<file path="config.mk">
export PLATFORM = sky130hd
export DESIGN_NAME = mario_pause_arbiter
export DESIGN_NICKNAME = d
export VERILOG_FILES = /design/src/rtl/mario_pause_arbiter.sv
export SDC_FILE = /design/constraint.sdc
export NUM_CORES = 1
export LEC_CHECK = 0
export CORE_MARGIN = 5
export CORE_UTILIZATION = 35
export CTS_CLUSTER_SIZE = 24
export DETAILED_ROUTE_END_ITERATION = 16
export PLACE_DENSITY = 0.51
export SLEW_MARGIN = 30
export SYNTH_ARGS = -nofsm -noshare
export SYNTH_HDL_FRONTEND = slang
export SYNTH_SLANG_ARGS = --single-unit
</file>
<file path="constraint.sdc">
create_clock -name I_CLK_48M -period 3 [get_ports I_CLK_48M]
set_input_delay 0.6 -clock I_CLK_48M [delete_from_list [all_inputs] [get_ports I_CLK_48M]]
set_output_delay 0.6 -clock I_CLK_48M [all_outputs]
set_load 0.1 [all_outputs]
</file>
<file path="src/rtl/mario_pause_arbiter.sv">
// Pause/high-score sequencer: merges pause sources into one CPU hold, waits for a
// safe bus boundary, hands the work-RAM port to the high-score engine and times the screen dim.
module mario_pause_arbiter #(
  parameter int DIM_CYCLES   = 480000000,
  parameter int IDLE_TIMEOUT = 64
) (
  input  logic I_CLK_48M,
  input  logic I_RESETn,
  input  logic I_HS_REQ,
  input  logic I_USER_PAUSE,
  input  logic I_OSD_PAUSE,
  input  logic I_VBLANK,
  input  logic I_CPU_IDLE,
  output logic O_CPU_HOLD,
  output logic O_HS_GRANT,
  output logic O_DIM,
  output logic O_FORCED
);

  localparam int               DIM_W     = $clog2(DIM_CYCLES + 1);
  localparam logic [DIM_W-1:0] DIM_MAX   = DIM_W'(DIM_CYCLES);
  localparam logic [DIM_W-1:0] DIM_ONE   = DIM_W'(1);
  localparam logic [7:0]       IDLE_LAST = 8'(IDLE_TIMEOUT - 1);

  typedef enum logic [2:0] {
    ST_RUN,
    ST_WAIT,
    ST_HELD,
    ST_GRANT,
    ST_RELEASE
  } state_e;

  state_e           state_q, state_d;
  logic             utog_q, utog_d;
  logic             usr_dly_q, usr_dly_d;
  logic [7:0]       idle_cnt_q, idle_cnt_d;
  logic [DIM_W-1:0] dim_cnt_q, dim_cnt_d;
  logic             hold_q, hold_d;
  logic             grant_q, grant_d;
  logic             dim_q, dim_d;
  logic             forced_q, forced_d;
  logic             pd;

  always_comb begin
    usr_dly_d  = I_USER_PAUSE;
    utog_d     = utog_q ^ (I_USER_PAUSE & ~usr_dly_q);
    pd         = utog_q | I_OSD_PAUSE;
    state_d    = state_q;
    forced_d   = forced_q;
    idle_cnt_d = 8'd0;

    case (state_q)
      ST_RUN: begin
        forced_d = 1'b0;
        // High-score requests only start a hold inside vblank; pauses start one anytime.
        if (pd | (I_HS_REQ & I_VBLANK)) state_d = ST_WAIT;
      end
      ST_WAIT: begin
        idle_cnt_d = idle_cnt_q + 8'd1;
        if (I_CPU_IDLE) begin
          state_d  = ST_HELD;
          forced_d = 1'b0;
        end else if (idle_cnt_q == IDLE_LAST) begin
          state_d  = ST_HELD;
          forced_d = 1'b1;
        end
      end
      ST_HELD: begin
        if (I_HS_REQ) begin
          state_d = ST_GRANT;
        end else if (!pd) begin
          state_d  = ST_RELEASE;
          forced_d = 1'b0;
        end
      end
      ST_GRANT: begin
        // A transfer in progress is never cut short by a pause change.
        if (!I_HS_REQ) state_d = ST_HELD;
      end
      ST_RELEASE: begin
        state_d  = ST_RUN;
        forced_d = 1'b0;
      end
      default: begin
        state_d  = ST_RUN;
        forced_d = 1'b0;
      end
    endcase

    hold_d  = (state_d == ST_WAIT) | (state_d == ST_HELD) | (state_d == ST_GRANT);
    grant_d = (state_d == ST_GRANT);

    // Counter reads 0 in the first hold cycle, so it hits DIM_MAX exactly DIM_CYCLES later.
    if (hold_d & hold_q) begin
      dim_cnt_d = (dim_cnt_q == DIM_MAX) ? DIM_MAX : dim_cnt_q + DIM_ONE;
    end else begin
      dim_cnt_d = '0;
    end
    dim_d = hold_d & (dim_cnt_d == DIM_MAX);
  end

  always_ff @(posedge I_CLK_48M or negedge I_RESETn) begin
    if (!I_RESETn) begin
      state_q    <= ST_RUN;
      utog_q     <= 1'b0;
      usr_dly_q  <= 1'b0;
      idle_cnt_q <= 8'd0;
      dim_cnt_q  <= '0;
      hold_q     <= 1'b0;
      grant_q    <= 1'b0;
      dim_q      <= 1'b0;
      forced_q   <= 1'b0;
    end else begin
      state_q    <= state_d;
      utog_q     <= utog_d;
      usr_dly_q  <= usr_dly_d;
      idle_cnt_q <= idle_cnt_d;
      dim_cnt_q  <= dim_cnt_d;
      hold_q     <= hold_d;
      grant_q    <= grant_d;
      dim_q      <= dim_d;
      forced_q   <= forced_d;
    end
  end

  assign O_CPU_HOLD = hold_q;
  assign O_HS_GRANT = grant_q;
  assign O_DIM      = dim_q;
  assign O_FORCED   = forced_q;

endmodule

</file>
Word-level counts from Yosys, hierarchy flattened --
Index checks and enable logic that the tools add are counted.
Word-level totals: bits of input ports 7, output and inout port bits 4, bits in registers 46, word-level logic and storage cells 51
Cells by class: eq/ne operators 12, muxes and demuxes 15, bitwise gates (word level) 11, add/sub/neg operators 2, reductions and logical operators 2
Operators by type and width (count):
- $eq A29 B29 Y1 const B | 2
- $mux W29 | 2
- $add A29 B1 Y29 const B | 1
- $mux W3 | 6
- $eq A3 B2 Y1 const B | 4
- $pmux W3 S4 | 1
- $add A8 B1 Y8 const B | 1
- $eq A8 B6 Y1 const B | 1
- $mux W8 | 1
- $eq A3 B1 Y1 const B | 2
- $and A1 B1 Y1 | 4
- $mux W1 | 4
- $ne A2 B2 Y1 const B | 2
- $or A1 B1 Y1 | 4
- $reduce_and A4 Y1 | 1
- $logic_not A3 Y1 | 1
- $ne A3 B3 Y1 const B | 1
- $pmux W1 S3 | 1
- $not A1 Y1 | 2
- $xor A1 B1 Y1 | 1

Depth between registers and ports, before layout --
Gate-level depths: netlist (run 1).
word-level depth 11, depth in mapped cells 8, depth with buffers taken out 8

Least setup slack after synthesis (run 1) --
No wires, ideal clock.
path kind in2reg, start input port I_OSD_PAUSE, end register dim_q (netlist: O_DIM), stages on the path 6, required time 2.904 ns, setup time 0.096 ns, setup slack 0.809 ns, arrival time 2.095 ns, path buffers 0, path through or3_1 o21ai_2 o2111ai_1 a2111oi_2 nand4_1 nor4_2
Between the ends: longest elaborated chain between the ends 11, elaborated cells on any way between the ends 15, classes of those cells eq/ne: 4; mux: 5; bitwise: 6
RTL lines:
- start: declaration | line 11 | input logic I_OSD_PAUSE,
- $or A1 B1 Y1 (*) | line 47 | pd = utog_q | I_OSD_PAUSE;
- $mux W3 or $or A1 B1 Y1 (tied branches) | line 71, 56
- $mux W3, on equally long branches | line 69, 56
- $pmux W3 S4 (*) | line 52 | case (state_q)
- $eq A3 B1 Y1 or $eq A3 B2 Y1 (tied branches) | line 90 | hold_d = (state_d == ST_WAIT) | (state_d == ST_HELD) | (state_d == ST_GRANT);
- $or A1 B1 Y1 | line 90
- $or A1 B1 Y1 (*) | line 90
- $and A1 B1 Y1 | line 94 | if (hold_d & hold_q) begin
- $mux W29 | line 94
- $eq A29 B29 Y1 | line 99 | dim_d = hold_d & (dim_cnt_d == DIM_MAX);
- $and A1 B1 Y1 (*) | line 99
- net dim_d | line 40 | logic dim_q, dim_d;
- end signal: assignment | line 121 | dim_q <= dim_d;
- end: declaration | line 40
Mark *: on every way through the listed nets, which the timed path passes. The rest lies on a longest branch. A chain may end at the register's enable or synchronous reset.

Worst setup path after layout (run 1) --
start register dim_cnt_q[0], end register dim_q (netlist: O_DIM)
Between the ends: longest elaborated chain between the ends 5, elaborated cells on any way between the ends 6, classes of those cells add/sub: 1; eq/ne: 2; mux: 2; bitwise: 1
RTL lines:
- start: declaration | line 37 | logic [DIM_W-1:0] dim_cnt_q, dim_cnt_d;
- start signal: assignment | line 118 | dim_cnt_q <= dim_cnt_d;
- $add A29 B1 Y29 or $eq A29 B29 Y1 (tied branches) | line 95 | dim_cnt_d = (dim_cnt_q == DIM_MAX) ? DIM_MAX : dim_cnt_q + DIM_ONE;
- $mux W29 (*) | line 95
- $mux W29 (*) | line 94
- $eq A29 B29 Y1 (*) | line 99
- $and A1 B1 Y1 (*) | line 99
- net dim_d | line 40
Marked as above.

==> impl_results.md, run 1 <==
- Mapped Cells: about 270
- Unrepaired setup endpoints after global routing: false
- Worst path cell trace: ha_1, and4_1, a211o_1, a2111oi_0, and3_1, nand4_1, nor4_2
- Slew Viols, Final: 0
- Flop-to-flop setup slack: 0.61 ns
- Fin cells: 382
- # port buffers: 10
- Area grow syn2layout: 10.74%
- Period utilization: approximately 80%
- Crit-path slowest cell: dfrtp_1
- Share of cells above drive strength 1: 10.60%
- Post-route setup TNS: 0 ns
- Max incr delay on CP: 0.44 ns
- Root buffer cell: clkbuf_8
- Syn nets: 282
- Worst-case vdd ir drop: 0.2371 mV
- Distinct cells, synth: between 50 and 60
- Leading area contributor after synthesis: dfrtp_1
- Commonest cells post-synth: dfrtp_1 (46), nor2_1 (42), nand2_1 (18), xor2_1 (18), nand3_1 (17)
- Postcts setup bufs: 0
- Post-DP HPWL: 3992 um
- Antenna violations before repair: 0
- Clk pin slew, worst setup/hold paths: about 0.090 ns
- Final setup viols: 0
- First-pass GRT wire length: 9735 um
- CP arrival: 2.61 ns
- Critical Path Start: dim_cnt_q[0]
- Gates resized, CTS repair: 0
- Dominant synthesized flop cell: dfrtp_1
- TritonCTS clock tree: yes
- Post-DRT Antenna Nets: 0
- Crit Reg-Reg Startpoint: dim_cnt_q[0]
- Max_cap viols: 0
- Max Freq: 418.6 MHz
- Hold crit path type: primary input to async pin
- LEAKAGE: between 1 and 1.5 nW
- Post-DR wirelength/cell: 14.60 um
- Top flop regs: dim_cnt_q (29), idle_cnt_q (8), state_q (3)
- Vias in the first global route: about 2000
- Clk_skew: 0.006234 ns
- # nets final: between 200 and 300
- Critical Path RT: 3.22 ns
- Yosys warns: 0
- FILL cells: ~750
- Io pins: 11
- Number of flip-flops in the largest register: 29
- Total number of vias: 1930
- Post-route DRC: 0
- Most common cell in the netlist: dfrtp_1
- Rows: 31
- Worst-path maximum fanout: 8
- Via density: 5.052
- Cts hold-fix bufs: 0
- H-tree levels: 2
- Num Clock Sinks: 46
- Die W: approximately 96 um
- P per Cell Area: 557.8 nW/um^2
- Nature of the critical path endpoint: register
- Avg Inst Size Synth: 9.467 um^2
- Final Hold Fails: 0
- Async SR Flop Fraction: 100.0%
- Outcome: finished clean
- Number of detailed-route iterations in the first pass: 4
- Slew margin rel.: 60.43%
- WL final: between 5000 and 6000 um
- Die H: about 96 um
- Minimum clock period: 2.389 ns
- Congestion Overflow GR: 0
- Post-synth EDFFs: 0
- Worst-margin pin slew: 0.5936 ns
- Synth top area share: ~45%
- Starting Density: between 30% and 40%
- Overall routing resource usage: roughly 14%
- Crit path kind: register to register
- RD Place Congestion: about 0.81
- Num CTS Buffers: 5
- Cell Count Post-Placement: 374
- Critical Path Source Type: register
- Top post-synthesis cells by area: dfrtp_1 (45%), nor2_1 (6.1%), xor2_1 (6.1%)
- #FFs+latches synth: 46
- Sequential share of the synthesized area: 44.70%
- Biggest register: dim_cnt_q
- Core Area: 7214 um^2
- Clock Latency Late Sink: 0.31 ns
- Post-Syn Area: 2575 um^2
- 1st-iter DRT viols: 72
- Die Area: 9173 um^2
- Largest net degree at the start of global routing: between 40 and 50
- Diode count: 0
- Clock buffer depth: 2
final timing paths:
path / endpoint / cells after the start
setup reg to reg: O_DIM / 7
max in group asynchronous: dim_cnt_q[9] / 2
hold / removal: dim_cnt_q[3] / 2
hold reg to reg: utog_q / 1
min in group I_CLK_48M: utog_q / 1
setup / recovery: O_DIM / 7
layout make-up:
class	count	area, um^2	share of cell area (%)
Clock buffer	5	68.82	2.413
Clock inverter	3	25.02	0.8776
Inverter	6	22.52	0.7898
Multi-Input combinational cell	209	1345	47.17
Sequential cell	46	1151	40.37
Tap cell	99	123.9	4.344
Timing Repair Buffer	14	115.1	4.037
critical path, delay by kind of cell (launching register included):
| kind | cells | cell delay, ns |
|---|---|---|
| and+or+nand+nor | 4 | 0.85 |
| DFF | 1 | 0.44 |
| adders and majority gates | 1 | 0.30 |
| AOI/OAI and AO/OA | 2 | 0.73 |
power breakdown:
part | internal (mW) | total [mW] | switching, mW
logic | 0.138 | 0.408 | 0.270
registers | 0.688 | 0.780 | 0.0921
clock network | 0.169 | 0.402 | 0.234
total | 0.995 | 1.59 | 0.596
layout by cell type, fill, tap and decap left out, types with 2 or more instances in the layout:
| cell | count |
|---|---|
| or2_2 | 2 |
| or4b_1 | 2 |
| nand3_1 | 17 |
| xor2_1 | 18 |
| clkbuf_8 | 5 |
| nor4_1 | 6 |
| inv_1 | 6 |
| and3_1 | 6 |
| nand2b_1 | 6 |
| clkdlybuf4s50_1 | 5 |
| nor2_1 | 42 |
| a21oi_1 | 8 |
| nor4_2 | 2 |
| or3_1 | 4 |
| o21ai_0 | 6 |
| dfrtp_1 | 46 |
| nor2b_1 | 3 |
| xnor2_1 | 16 |
| nand4_1 | 9 |
| buf_4 | 8 |
| o31a_1 | 2 |
| nor4_4 | 2 |
| ha_1 | 3 |
| nor3b_1 | 2 |
| nand2_1 | 18 |
| nor3_1 | 8 |
| and4_1 | 2 |
metrics by stage:
| stage | utilization [%] | hold WS (ns) | cell area, um^2 | setup WS (ns) | total power [mW] |
|---|---|---|---|---|---|
| after floorplan | - | 0.3044 | 2575 | 0.8095 | 1.091 |
| after global placement | 38.22 | 0.4873 | 2758 | 0.4693 | 1.205 |
| after detailed placement | 38.22 | 0.4887 | 2758 | 0.4290 | 1.209 |
| after CTS | 39.52 | 0.3983 | 2851 | 0.6500 | 1.627 |
| after global routing | 39.52 | 0.4342 | 2851 | 0.4544 | 1.704 |
| final | 39.52 | 0.3692 | 2851 | 0.6110 | 1.591 |
kinds of logic (layout without fill, tap and decap cells):
logic type | Yosys count | in the layout | share of synthesized area (%)
and+or+nand+nor | 139 | 139 | 30.18
DFF | 46 | 46 | 44.70
xor gates and xnor gates | 34 | 34 | 11.56
AOI/OAI and AO/OA | 32 | 32 | 8.651
buffers and inverters | 17 | 28 | 3.061
adders and majority gates | 3 | 3 | 1.458
muxes | 1 | 1 | 0.3887
layer usage:
layer | track usage (%) | share of wire [%]
met3 | 2.424 | 2.0
met1 | 19.15 | 50
met5 | 0 | 0
met2 | 20.79 | 46
met4 | 5.687 | 2.1
No activity file was read; power rests on OpenSTA's default activity.
==> inputs of run 2 (changes only) <==
--- a/config.mk
+++ b/config.mk
@@ -9,7 +9,7 @@
 export CORE_UTILIZATION = 35
 export CTS_CLUSTER_SIZE = 24
 export DETAILED_ROUTE_END_ITERATION = 16
-export PLACE_DENSITY = 0.51
+export PLACE_DENSITY = 0.53
 export SLEW_MARGIN = 30
 export SYNTH_ARGS = -nofsm -noshare
 export SYNTH_HDL_FRONTEND = slang
==> constraint.sdc (replaced) <==
create_clock -name I_CLK_48M -period 2.17 [get_ports I_CLK_48M]
set_input_delay 0.434 -clock I_CLK_48M [delete_from_list [all_inputs] [get_ports I_CLK_48M]]
set_output_delay 0.434 -clock I_CLK_48M [all_outputs]
set_load 0.1 [all_outputs]
==> impl_results.md, run 2 (synthesized netlist as in run 1, its figures left out) <==
- Outcome: finished clean
- FILL cells: 755
- Setup WS post-layout: 0.06869 ns
- Commonest non-fill, non-tap cells in the layout: dfrtp_1 (46), buf_4 (44), nor2_1 (42)
- Diode count: 0
- Minimum clock period: about 2.1 ns
- Final setup viols: 0
- Max incr delay on CP: 0.42 ns
- Antenna violations before repair: 0
- Logic pwr share: about 30%
- WP buf/inv: 0
- TritonCTS clock tree: yes
- Vias in the first global route: 2058
- Multi-input combinational cell area: 1361 um^2
- Post-DRT Antenna Nets: 0
- 1st-iter DRT viols: a little under 100
- Max Freq: 475.9 MHz
- Biggest register: dim_cnt_q
- Commonest non-fill, non-tap cell in the layout: dfrtp_1
- Worst-case vdd ir drop: around 0.51 mV
- Cell Count Post-Placement: 407
- Register area: ~1200 um^2
- Worst-margin pin slew: roughly 0.39 ns
- Critical Path Source Type: register
- Layout Cell Area excl Fill: 3142 um^2
- Rows: 31
- Die W: 95.78 um
- Post-DP HPWL: 4440 um
- Clk_skew: 0.009086 ns
- Congestion Overflow GR: 0
- Core Area: 7214 um^2
- Crit-path slowest cell: dfrtp_1
- Starting Density: 35.69%
- Number of detailed-route iterations in the first pass: 4
- Overall routing resource usage: between 10 and 15%
- Largest net degree at the start of global routing: 27
- Critical Path RT: 2.39 ns
- Crit path kind: register to register
- CP arrival: 2.32 ns
- Hold slack: 0.03771 ns
- Period utilization: 96.83%
- Nature of the critical path endpoint: register
- Critical Path Start: dim_cnt_q[0]
- LEAKAGE: 1.367 nW
- Clk pin slew, worst setup/hold paths: 0.10 ns
- # nets final: 328
- Top flop regs: dim_cnt_q (29), idle_cnt_q (8), state_q (3)
- Pre-CTS WS: -0.2310 ns
- Worst-path maximum fanout: 4
- Slew margin rel.: around three quarters
- Worst path cell trace: ha_1, and4_1, a211o_1, a2111oi_2, and3_1, nand4_1, nor4_2
- Via density: 4.969
- Final Util: 43.55%
- Post-DR wirelength/cell: roughly 14 um
- # port buffers: 10
- Final Hold Fails: 0
- Clock buffer depth: 2
- Clock Latency Late Sink: 0.31 ns
- Internal: 1.452 mW
- Switch share: 37.06%
- Root buffer cell: clkbuf_8
- Switch Pwr: 854.9 uW
- Unrepaired setup endpoints after global routing: true
- Crit Reg-Reg Startpoint: dim_cnt_q[0]
- Slew Viols, Final: 0
- RD Place Congestion: 0.8358
- Delay-heaviest family, CP: simple AND/OR/NAND/NOR gates
- Fin cells: 418
- Num Clock Sinks: 46
- Hold crit path type: primary input to async pin
- Area grow syn2layout: 22.01%
- Sequential share of power: 45.4%
- Number of flip-flops in the largest register: 29
- Num CTS Buffers: 5
- H-tree levels: 2
- Die H: 95.78 um
- Placed cell area: 3005 um^2
- Post-route DRC: 0
- WL final: 5793 um
- Power share of the clock group: 25.1%
- Total number of vias: 2077
- Max_cap viols: 0
- Io pins: 11
- Die Area: 9173 um^2
- Share of cells above drive strength 1: 21.63%
- First-pass GRT wire length: 9936 um
- P per Cell Area: 734.2 nW/um^2
[run 2: area by class of cell]
class                           instances  area share (%)
Clock inverter                          3          0.9160
Tap cell                               99           3.943
Inverter                                6          0.7168
Multi-Input combinational cell        209           43.33
Timing Repair Buffer                   50           12.27
Sequential cell                        46           36.64
Clock buffer                            5           2.190
[run 2: worst paths after layout]
kind | end | slack (ns) | cells after the start
setup / recovery | O_DIM | 0.07 | 7
hold / removal | dim_cnt_q[24] | 0.04 | 1
setup reg to reg | O_DIM | 0.07 | 7
hold reg to reg | dim_cnt_q[0] | 0.50 | 1
max in group asynchronous | O_CPU_HOLD | 1.58 | 2
min in group I_CLK_48M | dim_cnt_q[0] | 0.50 | 1
[run 2: what timing repair did]
| item | 4_1_cts | 5_1_grt |
|---|---|---|
| hold buffers | 0 | 0 |
| pin swaps | 2 | 0 |
| cloned | 0 | 0 |
| setup endpoints to repair | 1 | 2 |
| setup buffers | 1 | 2 |
| resized for setup | 4 | 0 |
[run 2: power groups by stage]
stage          Clock, mW  Sequential, mW  Combinational (mW)
2_1_floorplan          0            1.12               0.392
3_3_place_gp           0            1.06               0.680
3_5_place_dp           0            1.06               0.686
4_1_cts            0.603            1.05               0.694
5_1_grt            0.638            1.07               0.773
6_report           0.579            1.05               0.680
[run 2: per-layer routing]
metal / share of wire (%) / track usage [%] / vias up / routed length (um)
li1: - / - / 1047 / -
met1: 50 / 19.89 / 1002 / 2924
met2: 46 / 21.42 / 24 / 2649
met4: 0.83 / 3.081 / 0 / 48
met5: 0 / 0 / - / 0
met3: 3.0 / 2.658 / 4 / 171
[run 2: stage by stage]
stage | TNS (ns) | power (mW)
6_report | 0 | 2.307
2_1_floorplan | 0 | 1.508
5_1_grt | -0.1754 | 2.481
3_5_place_dp | -0.5596 | 1.749
3_3_place_gp | -0.3875 | 1.743
4_1_cts | 0 | 2.345
